==> config.mk <==
export PLATFORM = sky130hd
export DESIGN_NAME = muldiv_scheduler
export DESIGN_NICKNAME = d
export VERILOG_FILES = /design/src/rtl/muldiv_scheduler.sv
export SDC_FILE = /design/constraint.sdc
export NUM_CORES = 1
export LEC_CHECK = 0
export BUFFER_PORTS_ARGS = -buffer_cell sky130_fd_sc_hd__buf_2
export CORE_MARGIN = 2
export CORE_UTILIZATION = 45
export DETAILED_ROUTE_END_ITERATION = 6
export SYNTH_ARGS = -nofsm -noshare
export SYNTH_HDL_FRONTEND = slang
export SYNTH_SLANG_ARGS = --single-unit
==> constraint.sdc <==
create_clock -name clk_i -period 12.1 [get_ports clk_i]
set_clock_uncertainty 0.1 [all_clocks]
set_input_delay 0.605 -clock clk_i [delete_from_list [all_inputs] [get_ports clk_i]]
set_output_delay 0.605 -clock clk_i [all_outputs]
set_load 0.03 [all_outputs]
==> src/rtl/muldiv_scheduler.sv <==
// Iterative 32-cycle multiply/divide unit with HI/LO result registers and the
// pipeline stall/hazard logic for MFHI/MFLO and back-to-back mul/div issue.
module muldiv_scheduler (
  input  logic        clk_i,
  input  logic        rst_i,
  input  logic        start_i,
  input  logic [1:0]  op_i,
  input  logic [31:0] src_a_i,
  input  logic [31:0] src_b_i,
  input  logic        flush_i,
  input  logic        hilo_read_i,
  input  logic        muldiv_id_i,
  output logic        stall_o,
  output logic        busy_o,
  output logic        done_o,
  output logic        div_by_zero_o,
  output logic [31:0] hi_o,
  output logic [31:0] lo_o
);

  localparam int unsigned W  = 32;
  localparam int unsigned CW = 5;

  typedef enum logic [1:0] {S_IDLE, S_RUN, S_DONE} state_t;

  state_t          r_state;
  state_t          w_state_nxt;
  logic [CW-1:0]   r_cnt;
  logic            r_is_div;
  logic            r_neg_res;
  logic            r_neg_rem;
  logic            r_dbz;
  logic [W-1:0]    r_opnd;
  logic [W-1:0]    r_acc_hi;
  logic [W-1:0]    r_acc_lo;
  logic [W-1:0]    r_hi;
  logic [W-1:0]    r_lo;

  logic            w_accept;
  logic            w_div0;
  logic            w_signed;
  logic [W-1:0]    w_mag_a;
  logic [W-1:0]    w_mag_b;
  logic [W:0]      w_add;
  logic [W:0]      w_shl;
  logic [W:0]      w_diff;
  logic            w_ge;
  logic [W-1:0]    w_hi_it;
  logic [W-1:0]    w_lo_it;
  logic [2*W-1:0]  w_prod_neg;
  logic [W-1:0]    w_res_hi;
  logic [W-1:0]    w_res_lo;

  assign w_accept = start_i & ~flush_i & (r_state != S_RUN);
  assign w_div0   = op_i[1] & (src_b_i == '0);
  assign w_signed = ~op_i[0];
  assign w_mag_a  = (w_signed & src_a_i[W-1]) ? W'(-src_a_i) : src_a_i;
  assign w_mag_b  = (w_signed & src_b_i[W-1]) ? W'(-src_b_i) : src_b_i;

  // One radix-2 step: shift-add for multiply, restoring subtract for divide
  assign w_add   = {1'b0, r_acc_hi} + (r_acc_lo[0] ? {1'b0, r_opnd} : (W+1)'(0));
  assign w_shl   = {r_acc_hi, r_acc_lo[W-1]};
  assign w_diff  = w_shl - {1'b0, r_opnd};
  assign w_ge    = ~w_diff[W];
  assign w_hi_it = r_is_div ? (w_ge ? w_diff[W-1:0] : w_shl[W-1:0]) : w_add[W:1];
  assign w_lo_it = r_is_div ? {r_acc_lo[W-2:0], w_ge} : {w_add[0], r_acc_lo[W-1:1]};

  assign w_prod_neg = (2*W)'(-{w_hi_it, w_lo_it});
  assign w_res_hi   = r_is_div ? (r_neg_rem ? W'(-w_hi_it) : w_hi_it)
                               : (r_neg_res ? w_prod_neg[2*W-1:W] : w_hi_it);
  assign w_res_lo   = r_is_div ? (r_neg_res ? W'(-w_lo_it) : w_lo_it)
                               : (r_neg_res ? w_prod_neg[W-1:0] : w_lo_it);

  always_ff @(posedge clk_i or posedge rst_i) begin
    if (rst_i) r_state <= S_IDLE;
    else       r_state <= w_state_nxt;
  end

  always_comb begin
    w_state_nxt = r_state;
    if (w_accept) begin
      w_state_nxt = w_div0 ? S_DONE : S_RUN;
    end else begin
      case (r_state)
        S_RUN:   if (r_cnt == CW'(31)) w_state_nxt = S_DONE;
        S_DONE:  w_state_nxt = S_IDLE;
        default: w_state_nxt = S_IDLE;
      endcase
    end
  end

  // Operand latch, iteration datapath and HI/LO write-back
  always_ff @(posedge clk_i or posedge rst_i) begin
    if (rst_i) begin
      r_cnt     <= '0;
      r_is_div  <= 1'b0;
      r_neg_res <= 1'b0;
      r_neg_rem <= 1'b0;
      r_dbz     <= 1'b0;
      r_opnd    <= '0;
      r_acc_hi  <= '0;
      r_acc_lo  <= '0;
      r_hi      <= '0;
      r_lo      <= '0;
    end else if (w_accept) begin
      r_cnt     <= '0;
      r_is_div  <= op_i[1];
      r_neg_res <= w_signed & (src_a_i[W-1] ^ src_b_i[W-1]);
      r_neg_rem <= w_signed & src_a_i[W-1];
      r_dbz     <= w_div0;
      r_opnd    <= op_i[1] ? w_mag_b : w_mag_a;
      r_acc_hi  <= '0;
      r_acc_lo  <= op_i[1] ? w_mag_a : w_mag_b;
    end else if (r_state == S_RUN) begin
      r_cnt    <= r_cnt + CW'(1);
      r_acc_hi <= w_hi_it;
      r_acc_lo <= w_lo_it;
      if (r_cnt == CW'(31)) begin
        r_hi <= w_res_hi;
        r_lo <= w_res_lo;
      end
    end
  end

  assign busy_o        = (r_state == S_RUN);
  assign done_o        = (r_state == S_DONE);
  assign div_by_zero_o = (r_state == S_DONE) & r_dbz;
  assign hi_o          = r_hi;
  assign lo_o          = r_lo;
  assign stall_o       = ((r_state == S_RUN) | w_accept) & (hilo_read_i | muldiv_id_i);

endmodule

# Word level (Yosys, flattened, before mapping)
# Index checks and enable logic that the tools add are counted.
[word_totals]
ff_bits = 171
word_cells = 66
out_inout_bits = 68
input_bits = 72
[classes]
eq_ne = 5
n_mux = 24
add_sub_neg = 8
n_bitwise = 15
n_reduce_logical = 3
[op_table]
columns = ["cell", "n"]
rows = [
  ["$mux W32", 18],
  ["$neg A32 Y32", 4],
  ["$neg A64 Y64", 1],
  ["$add A32 B32 Y33", 1],
  ["$sub A33 B32 Y33", 1],
  ["$logic_not A32 Y1", 1],
  ["$mux W5", 2],
  ["$and A1 B1 Y1", 8],
  ["$mux W2", 4],
  ["$add A5 B1 Y5 const B", 1],
  ["$eq A5 B5 Y1 const B", 1],
  ["$not A1 Y1", 4],
  ["$ne A3 B1 Y1 const B", 1],
  ["$reduce_and A3 Y1", 1],
  ["$eq A2 B1 Y1 const B", 1],
  ["$eq A2 B2 Y1 const B", 1],
  ["$ne A2 B1 Y1 const B", 1],
  ["$or A1 B1 Y1", 2],
  ["$reduce_bool A2 Y1", 1],
  ["$xor A1 B1 Y1", 1],
]

# Logic depth before layout (Yosys ltp)
# Gate-level depths: netlist of run 1.
[depth]
depth_word = 6
depth_mapped = 26
mapped_depth_nobuf = 22

# Worst setup path after synthesis of run 1
# No wires, ideal clock.
[synth_path]
path_type = "register -> register"
start = "register r_acc_lo[31]"
end = "register r_hi[28] (netlist: hi_o[28])"
path_stages_with_launch = 26
t_arrival_ns = 5.375
setup_slack_ns = 6.499
synth_period_minus_slack_ns = 5.601
path_buffers = 4
required_time_ns = 11.874
setup_time_ns = 0.126
cell_sequence = "dfrtp_1 inv_1 ha_1 fa_1 nand2b_1 a21oi_2 o211ai_2 o211ai_4 a21oi_4 xnor2_2 clkbuf_1 clkbuf_1 clkbuf_1 nor2_1 a21oi_1 nand2_1 o21ai_0 ha_1 nor4b_1 o211ai_1 or3_1 clkbuf_1 or3_1 nor3_2 mux2i_1 nand3_1"
[synth_via]
elab_chain_len = 6
elab_cells_between_ends = 10
classes_between = "add/sub (3); mux (6); bitwise (1)"
[synth_rtl]
columns = ["item", "line", "rtl"]
rows = [
  ["start: declaration", "35", "logic [W-1:0] r_acc_lo;"],
  ["start signal: assignment", "113", "r_acc_lo <= op_i[1] ? w_mag_a : w_mag_b;"],
  ["start signal: assignment", "117", "r_acc_lo <= w_lo_it;"],
  ["$sub A33 B32 Y33", "63", "assign w_diff = w_shl - {1'b0, r_opnd};"],
  ["$mux W32 / $not A1 Y1 (equally long branches)", "65, 64", ""],
  ["$mux W32, on equally long branches", "65, 66", ""],
  ["$neg A64 Y64 / $neg A32 Y32 (equally long branches)", "68, 69", ""],
  ["$mux W32, on equally long branches", "70, 69", ""],
  ["$mux W32 *", "69", "assign w_res_hi = r_is_div ? (r_neg_rem ? W'(-w_hi_it) : w_hi_it)"],
  ["end signal: assignment", "119", "r_hi <= w_res_hi;"],
  ["end: declaration", "36", "logic [W-1:0] r_hi;"],
]
# Mark *: on every way between the ends. The rest lies on a longest branch, timed or not.
# A chain may end at the register's enable or synchronous reset.

# Worst setup path after layout of run 1
[layout_path]
start = "register r_acc_lo[31]"
end = "register r_hi[12] (netlist: hi_o[12])"
# The elaborated chain is that of the path after synthesis.

==> results of run 1 <==
-- sequential cells by signal (all words and copies together) (netlist names) --
signal     count
r_neg_rem      1
r_state        2
lo_o          32
r_dbz          1
r_opnd        32
r_acc_lo      32
r_neg_res      1
r_acc_hi      32
r_cnt          5
r_is_div       1
hi_o          32
-- worst min path at each step --
stage                     depth (start not counted)              endpoint                 from  slack, ps
after floorplan                                   2     r_dbz$_DFFE_PP0P_    r_dbz$_DFFE_PP0P_        340
after global placement                            2   hi_o[1]$_DFFE_PP0P_  hi_o[1]$_DFFE_PP0P_        360
after CTS                                         2  hi_o[25]$_DFFE_PP0P_                rst_i        290
final                                             2  hi_o[25]$_DFFE_PP0P_                rst_i        250
after detailed placement                          2   lo_o[9]$_DFFE_PP0P_  lo_o[9]$_DFFE_PP0P_        360
after global routing                              2  hi_o[25]$_DFFE_PP0P_                rst_i        330
-- worst reg2reg max path, stage by stage (launching register included) --
cell and delay (ps):
dfrtp_1 390, inv_1 70, ha_1 200, fa_1 410, nand2b_1 190, a21oi_2 250
o211ai_2 190, o211ai_4 350, a21oi_4 80, buf_4 260, xnor2_2 210, a21boi_1 420
ha_1 260, o211ai_1 110, or2_2 360, nor4_1 490, nand4_1 180, a2111o_1 490
nor2_1 260, nor2_1 160, nor4b_1 300, a21oi_1 130, xnor2_1 180, o21ai_0 80
-- Yosys cell counts (13+ instances only) --
| cell | count |
|---|---|
| o21ai_0 | 205 |
| clkbuf_1 | 89 |
| xnor2_1 | 103 |
| nand3_1 | 34 |
| a21oi_1 | 162 |
| nor4_1 | 21 |
| mux2i_1 | 53 |
| o31ai_1 | 17 |
| a22o_1 | 22 |
| inv_1 | 57 |
| or4_1 | 13 |
| mux2_2 | 14 |
| xor2_1 | 54 |
| and2_1 | 48 |
| nand4_1 | 24 |
| nand2b_1 | 24 |
| a211oi_1 | 62 |
| a31oi_1 | 25 |
| or3_1 | 15 |
| nor3_1 | 80 |
| ha_1 | 70 |
| o211ai_1 | 37 |
| o21a_1 | 16 |
| a21o_1 | 29 |
| dfrtp_1 | 171 |
| buf_2 | 18 |
| nor2_1 | 157 |
| nand2_1 | 280 |
| and3_1 | 14 |
-- layout by cell type, fill, tap and decap left out, types with 9 or more instances in the layout --
master / Yosys / final
or2_2: 12 / 12
a211oi_1: 62 / 62
o21a_1: 16 / 16
xnor2_1: 103 / 102
or3_1: 15 / 15
o211ai_1: 37 / 37
nor2_1: 157 / 155
clkbuf_16: 0 / 17
mux2i_1: 53 / 53
a22o_1: 22 / 22
a21o_1: 29 / 29
nand4_1: 24 / 24
mux2_2: 14 / 14
or4_1: 13 / 13
a31oi_1: 25 / 25
nand2_1: 280 / 279
nor3_1: 80 / 80
a21oi_1: 162 / 162
nor4_1: 21 / 21
inv_1: 57 / 56
ha_1: 70 / 70
nor2b_1: 11 / 11
buf_4: 2 / 33
o21bai_1: 9 / 9
dfrtp_1: 171 / 170
nand2b_1: 24 / 23
o31ai_1: 17 / 17
xor2_1: 54 / 54
o21ai_0: 205 / 205
and3_1: 14 / 14
and2_1: 48 / 48
buf_2: 18 / 139
nand3_1: 34 / 34
-- final cells by class --
| cell class | instances | area share, % |
|---|---|---|
| Multi-Input combinational cell | 1764 | 62.9 |
| Clock inverter | 14 | 0.943 |
| Clock buffer | 18 | 2.45 |
| Timing Repair Buffer | 172 | 5.27 |
| Sequential cell | 171 | 23.9 |
| Tap cell | 461 | 3.22 |
| Inverter | 59 | 1.26 |
-- cells by family (layout without fill, tap and decap cells) --
group,Yosys count,in the layout,share of synthesized area [%]
AND/OR/NAND/NOR,771,771,22.8
adder cells (fa/ha/maj),72,72,5.63
XOR/XNOR,158,158,8.55
AO/OA/AOI/OAI,693,693,27.7
multiplexers,70,70,4.48
flip-flops,171,171,26.3
buffers and inverters,183,263,4.60
-- per-stage QoR --
| step | instance area (µm²) | hold slack [ps] |
|---|---|---|
| finish | 17900 | 249 |
| CTS | 17900 | 291 |
| global route | 17900 | 333 |
| global placement | 17300 | 358 |
| detailed placement | 17300 | 365 |
| floorplan | 16300 | 339 |
-- metal layers --
| metal | wire length (µm) | vias to the layer above | part of all wire [%] |
|---|---|---|---|
| met5 | 0 | - | 0 |
| met4 | 2990 | 0 | 4.8 |
| met3 | 4100 | 122 | 6.6 |
| met2 | 28500 | 685 | 46 |
| met1 | 26900 | 7960 | 43 |
| li1 | - | 7870 | - |
==> impl_metrics.ini, run 1 <==
[floorplan]
core_um2 = 35600
ioPinCount = 140
num_rows = 69
die_w_um = 194
die_h_um = 194
initial_utilization_pct = 45.7
dieArea_um2 = 37700

[timing]
fin_ws_ps = 5810
period_minus_slack_ps = 6290
setup_viol = 0
grt_setup_unrepaired = no
tightest_slew_ps = 1160
fmax_mhz = 159
hold_viol_final = 0
fin_crit_sh_pct = 52.0
slew_violations = 0
slew_headroom_pct = 20.5
fin_tns_setup_ps = 0

[global_route]
grt_usage_pct = 32.9
grt_use_met3_pct = 4.91
grt_pass1_vias = 15800
met2_usage_pct = 53.1
gr-max-usage-layer = met2
grtUsageMet1_pct = 43.7
antenna_found_initial = 2
grt_pass1_wl_um = 96300
grt_max_degree = 127
overflow = 0

[synthesis]
synth_top_area_share_pct = 26.3
yosys-top-cells-area = dfrtp_1 26%, nand2_1 6.5%, o21ai_0 6.3%, xnor2_1 5.5%, ha_1 5.4%
yosys_register_bits = 171
yosys.area.top_type = dfrtp_1
syn_nets = 2262
synth_edf_count = 0
ys_warn_count = 0
avgSynthCellArea_um2 = 7.68
synthArstFlopShare_pct = 100
ys_seq_area_share_pct = 26.3
syn_area_um2 = 16300
synth-main-ff-cell = dfrtp_1
synthCells = 2118
synth_cell_type_count = 99

[drt]
post_drt_wl_per_cell_um = 23.5
vias = 16600
drtPass1Iterations = 6
viasPerCell = 6.26
drt-initial-drc-count = 1550
drt_wl_total_um = 62500
drt_drc_violations_left = 0
ant_nets = 0

[run]
cap_violations = 0

[worst_setup_path]
critPathArrivalTime_ps = 6490
crit_type = flop to flop
critPathRequiredTime_ps = 12300
crit_fanout = 23
critical-path-top-delay-family = compound AO/OA/AOI/OAI gates
reg2reg_slack_ps = 5810
endpoint = hi_o[12]$_DFFE_PP0P_
critPathBufInv = 2
cp-startpoint = r_acc_lo[31]$_DFFE_PP0P_
r2r-end = hi_o[12]$_DFFE_PP0P_
worstPathCellList = inv_1 > ha_1 > fa_1 > nand2b_1 > a21oi_2 > o211ai_2 > o211ai_4 > a21oi_4 > buf_4 > xnor2_2 > a21boi_1 > ha_1 > o211ai_1 > or2_2 > nor4_1 > nand4_1 > a2111o_1 > nor2_1 > nor2_1 > nor4b_1 > a21oi_1 > xnor2_1 > o21ai_0
path_depth = 23
cp-end-kind = flop
r2r_cells = 23
crit_slowest_cell = nor4_1
start_kind = flop
r2r-start = r_acc_lo[31]$_DFFE_PP0P_
cp_slowest_stage_delay_ps = 490

[cts]
cts_hold_buffers = 0
root_buffer = clkbuf_16
clk_pin_slew_ps = 80
post_cts.repair.setup_buffers = 0
cts_sinks = 171
htree_num_levels = 4
cts_buffers = 17
clock_latency_ps = 460
cts_tree = built
clk_path_buf_depth = 2
cts_resized = 0

[placement]
dpl_worst_slack_ps = 5880
hpwl_um = 48100
portBuffers = 139
place.gp.congestion = 0.989
place_inst = 2627

[final_layout]
area_delta_synth_final_pct = 10.0
antenna_cells = 0
fin_cells = 2659
fill_cells = 3573
seqCellArea_um2 = 4280
nets = 2329
multi_input_area_um2 = 11300
final_core_util_pct = 50.3
drive_above_1_share_pct = 12.3

[run_status]
status = finished clean

[worst_hold_path]
hp-class = primary input to asynchronous set/reset pin
Power of run 1 is not shown: default switching activity piles up to over one toggle a cycle in this logic, so the estimate is an artifact.
==> run 2, diff against run 1 <==
--- a/config.mk
+++ b/config.mk
@@ -9,6 +9,7 @@
 export CORE_MARGIN = 2
 export CORE_UTILIZATION = 45
 export DETAILED_ROUTE_END_ITERATION = 6
+export PLACE_DENSITY = 0.65
 export SYNTH_ARGS = -nofsm -noshare
 export SYNTH_HDL_FRONTEND = slang
 export SYNTH_SLANG_ARGS = --single-unit
==> constraint.sdc (replaced) <==
create_clock -name clk_i -period 5.7 [get_ports clk_i]
set_clock_uncertainty 0.1 [all_clocks]
set_input_delay 0.285 -clock clk_i [delete_from_list [all_inputs] [get_ports clk_i]]
set_output_delay 0.285 -clock clk_i [all_outputs]
set_load 0.03 [all_outputs]
==> impl_metrics.ini, run 2 (synthesized netlist as in run 1, its figures left out) <==
[floorplan]
ioPinCount = 140
num_rows = 69
die_w_um = 194
die_h_um = 194
initial_utilization_pct = 45.7
core_um2 = 35600
dieArea_um2 = 37700

[global_route]
antenna_found_initial = 4
grt_pass1_vias = 16300
grt_max_degree = 127
grt_usage_pct = 32.7
overflow = 0
grt_pass1_wl_um = 95900

[drt]
vias = 17000
drt_drc_violations_left = 2
viasPerCell = 6.22
drt-initial-drc-count = 1712
post_drt_wl_per_cell_um = 22.6
ant_nets = 0
drtPass1Iterations = 7
drt_wl_total_um = 62000

[placement]
dpl_worst_slack_ps = 183
place.gp.congestion = 1.03
hpwl_um = 48300
portBuffers = 139
placed_area_um2 = 17900

[final_layout]
seqCellArea_um2 = 4280
multi_input_area_um2 = 11300
final_cell_mix = 278 x nand2_1, 205 x o21ai_0, 170 x dfrtp_1, 162 x a21oi_1, 154 x nor2_1
layout_commonest_cell = nand2_1
nets = 2410
area_delta_synth_final_pct = 14.1
drive_above_1_share_pct = 15.8
fill_cells = 3496
finish.instance_area_um2 = 18600

[timing]
fmax_mhz = 184
slew_violations = 0
setup_viol = 0
slew_headroom_pct = 18.1
hold_ws_ps = 25.7
hold_viol_final = 0
period_minus_slack_ps = 5440
fin_ws_ps = 260
tightest_slew_ps = 1230
fin_crit_sh_pct = 95.4

[worst_setup_path]
start_kind = flop
crit_slowest_cell = a221oi_2
crit_type = flop to flop
critPathArrivalTime_ps = 5630
cp_common_cell = o21ai_0
cp-end-kind = flop
critPathBufInv = 2
cp_slowest_stage_delay_ps = 670
critical-path-top-delay-family = compound AO/OA/AOI/OAI gates
crit_fanout = 8
critPathRequiredTime_ps = 5890
worstPathCellList = and2_1 > ha_1 > fa_1 > a21o_1 > a221oi_2 > o31a_1 > buf_4 > xnor2_1 > nor2_1 > o21ai_0 > o211a_1 > or3b_1 > or3_1 > buf_4 > a311oi_1 > o21ai_0 > xnor2_1 > o21ai_0

[cts]
cts_tree = built
cts_sinks = 171
clk_pin_slew_ps = 70
root_buffer = clkbuf_16
clk_path_buf_depth = 2
clock_latency_ps = 460
cts_buffers = 17
htree_num_levels = 4

[run_status]
failed_checks = DRC
status = finished, violations left

[run]
cap_violations = 0

[worst_hold_path]
hp-class = primary input to flop
run 2: layer usage:
| metal | wire [µm] | global-route usage (%) | part of all wire, % | up-vias |
|---|---|---|---|---|
| met5 | 0 | 0 | 0 | - |
| met4 | 3110 | 15.1 | 5.0 | 0 |
| met3 | 4830 | 5.58 | 7.8 | 127 |
| met2 | 28000 | 52.4 | 45 | 745 |
| met1 | 26200 | 43.0 | 42 | 8142 |
| li1 | - | - | - | 8027 |
run 2: layout make-up:
| class | count | area share (%) |
|---|---|---|
| antenna | 1 | 0.0135 |
| clock buffer | 17 | 2.29 |
| clock inverter | 15 | 0.964 |
| inverter | 59 | 1.22 |
| multi-input combinational | 1764 | 61.0 |
| sequential | 171 | 23.1 |
| tap | 461 | 3.11 |
| timing repair buffer | 253 | 8.37 |
run 2: timing repair:
item	CTS	global route
endpoints found under the hold margin	76	0
setup endpoints to repair	0	17
hold buffers	1	0
setup buffers	0	2
resized for setup	0	9
run 2: per-stage QoR:
step	TNS (ps)	util (%)	std cells
4_1_cts	0	52.0	2738
3_3_place_gp	0	50.3	2705
6_report	0	52.2	2741
5_1_grt	-15.4	52.2	2740
2_1_floorplan	0	-	2118
3_5_place_dp	0	50.3	2705
run 2: final timing paths:
check | depth (start not counted) | slack (ps) | endpoint | from
setup / recovery | 18 | 260 | hi_o[18]$_DFFE_PP0P_ | r_acc_lo[0]$_DFFE_PP0P_
hold / removal | 2 | 30 | r_neg_res$_DFFE_PP0P_ | op_i[0]
setup reg to reg | 18 | 260 | hi_o[18]$_DFFE_PP0P_ | r_acc_lo[0]$_DFFE_PP0P_
hold reg to reg | 2 | 370 | r_dbz$_DFFE_PP0P_ | r_dbz$_DFFE_PP0P_
max in group asynchronous | 4 | 3740 | r_is_div$_DFFE_PP0P_ | rst_i
min in group asynchronous | 3 | 440 | hi_o[11]$_DFFE_PP0P_ | rst_i
Power of run 2 is left out for the same reason.
==> run 3, diff against run 2 <==
--- a/config.mk
+++ b/config.mk
@@ -5,7 +5,7 @@
 export SDC_FILE = /design/constraint.sdc
 export NUM_CORES = 1
 export LEC_CHECK = 0
-export BUFFER_PORTS_ARGS = -buffer_cell sky130_fd_sc_hd__buf_2
+export BUFFER_PORTS_ARGS = -buffer_cell sky130_fd_sc_hd__clkbuf_2
 export CORE_MARGIN = 2
 export CORE_UTILIZATION = 45
 export DETAILED_ROUTE_END_ITERATION = 6
@@ -13,3 +13,4 @@
 export SYNTH_ARGS = -nofsm -noshare
 export SYNTH_HDL_FRONTEND = slang
 export SYNTH_SLANG_ARGS = --single-unit
+export TNS_END_PERCENT = 50
==> impl_metrics.ini, run 3 (synthesized netlist as in run 1, its figures left out) <==
[global_route]
grt_pass1_wl_um = 95200
grt_usage_pct = 32.3
antenna_found_initial = 0
grt_max_degree = 172
grt_pass1_vias = 16300
overflow = 0

[floorplan]
core_um2 = 35600
dieArea_um2 = 37700
die_h_um = 194
ioPinCount = 140
initial_utilization_pct = 45.7
num_rows = 69
die_w_um = 194

[final_layout]
multi_input_area_um2 = 11300
antenna_cells = 0
drive_above_1_share_pct = 15.3
seqCellArea_um2 = 4280
fill_cells = 3525
final_cell_mix = 279 x nand2_1, 204 x o21ai_0, 170 x dfrtp_1, 162 x a21oi_1, 154 x nor2_1
nets = 2403
layout_commonest_cell = nand2_1
area_delta_synth_final_pct = 13.7

[worst_setup_path]
cp_slowest_stage_delay_ps = 590
crit_slowest_cell = or4b_4
crit_type = flop to flop
crit_fanout = 11
worstPathCellList = buf_4 > and2_1 > ha_1 > a21o_1 > a31oi_1 > buf_4 > and3_1 > a211oi_1 > o211ai_1 > a311oi_2 > nand3_2 > a311oi_2 > or4b_4 > or3b_1 > o31ai_1 > buf_4 > xnor2_1 > o21ai_1
cp-end-kind = flop
critPathRequiredTime_ps = 5900
cp_common_cell = buf_4
start_kind = flop
critPathArrivalTime_ps = 5700

[drt]
drtPass1Iterations = 6
ant_nets = 0
drt_drc_violations_left = 0
wl_met1_um = 26100
viasPerCell = 6.26
drt_wl_total_um = 61400
drt-initial-drc-count = 1641
post_drt_wl_per_cell_um = 22.5
wl_met3_um = 4210
wl_met2_um = 28100
top_layer = met4
vias = 17100

[run]
cap_violations = 0

[timing]
fin_crit_sh_pct = 96.6
hold_viol_final = 33
tightest_slew_ps = 1150
hold_ws_ps = -28.6
fin_ws_ps = 196
slew_headroom_pct = 23.0
period_minus_slack_ps = 5500
setup_viol = 0
fmax_mhz = 182
slew_violations = 0

[cts]
htree_num_levels = 4
clk_path_buf_depth = 2
cts_hold_buffers = 0
cts_sinks = 171
clock_latency_ps = 460
cts_buffers = 17
root_buffer = clkbuf_16
cts_tree = built
clk_pin_slew_ps = 70

[placement]
portBuffers = 139
place.gp.congestion = 0.985
hpwl_um = 47900
dpl_worst_slack_ps = 168

[worst_hold_path]
hp-class = primary input to asynchronous set/reset pin

[run_status]
failed_checks = hold timing
status = finished, violations left
## run 3: worst paths after layout
check                                   startpoint                    end  slack, ps  cells after the start
setup / recovery           r_acc_lo[0]$_DFFE_PP0P_   hi_o[31]$_DFFE_PP0P_        200                     18
hold / removal                               rst_i   hi_o[14]$_DFFE_PP0P_        -30                      3
setup reg to reg           r_acc_lo[0]$_DFFE_PP0P_   hi_o[31]$_DFFE_PP0P_        200                     18
hold reg to reg               lo_o[29]$_DFFE_PP0P_   lo_o[29]$_DFFE_PP0P_        380                      2
max in group asynchronous                    rst_i   r_is_div$_DFFE_PP0P_       4690                      3
min in group clk_i                         op_i[0]  r_neg_res$_DFFE_PP0P_         20                      2
## run 3: layer usage
metal | vias to the layer above | global-route usage (%)
met5 | - | 0
li1 | 8016 | -
met2 | 745 | 52.1
met3 | 122 | 4.59
met4 | 0 | 14.8
met1 | 8227 | 42.8
## run 3: final cells by class
type | instances | share of cell area [%]
multi-input cells | 1764 | 61.1
well taps | 461 | 3.12
flip-flops and latches | 171 | 23.1
clock inverters | 14 | 0.852
clock buffers | 17 | 2.30
repair buffers | 246 | 8.24
inverters | 59 | 1.22
## run 3: per-stage QoR
step                std cells  utilization, %  instance area, µm²  TNS [ps]
floorplan                2118               -               16300         0
global route             2732            52.0               18500     -15.4
finish                   2732            52.0               18500         0
detailed placement       2700            50.2               17900         0
CTS                      2731            51.9               18500         0
global placement         2700            50.2               17900         0
## run 3: critical path: cells and delay by family, from the launching register on
kind	cells	cell delay, ps
buffers and inverters	3	630
adders and majority gates	1	490
xor gates and xnor gates	1	140
and+or+nand+nor	5	1400
AOI/OAI and AO/OA	8	2060
DFF	1	520
## run 3: timing repair
item                       4_1_cts  5_1_grt
setup buffers                    0        1
setup endpoints to repair        0       14
gates resized for setup          0        8
Power of run 3 is left out for the same reason.
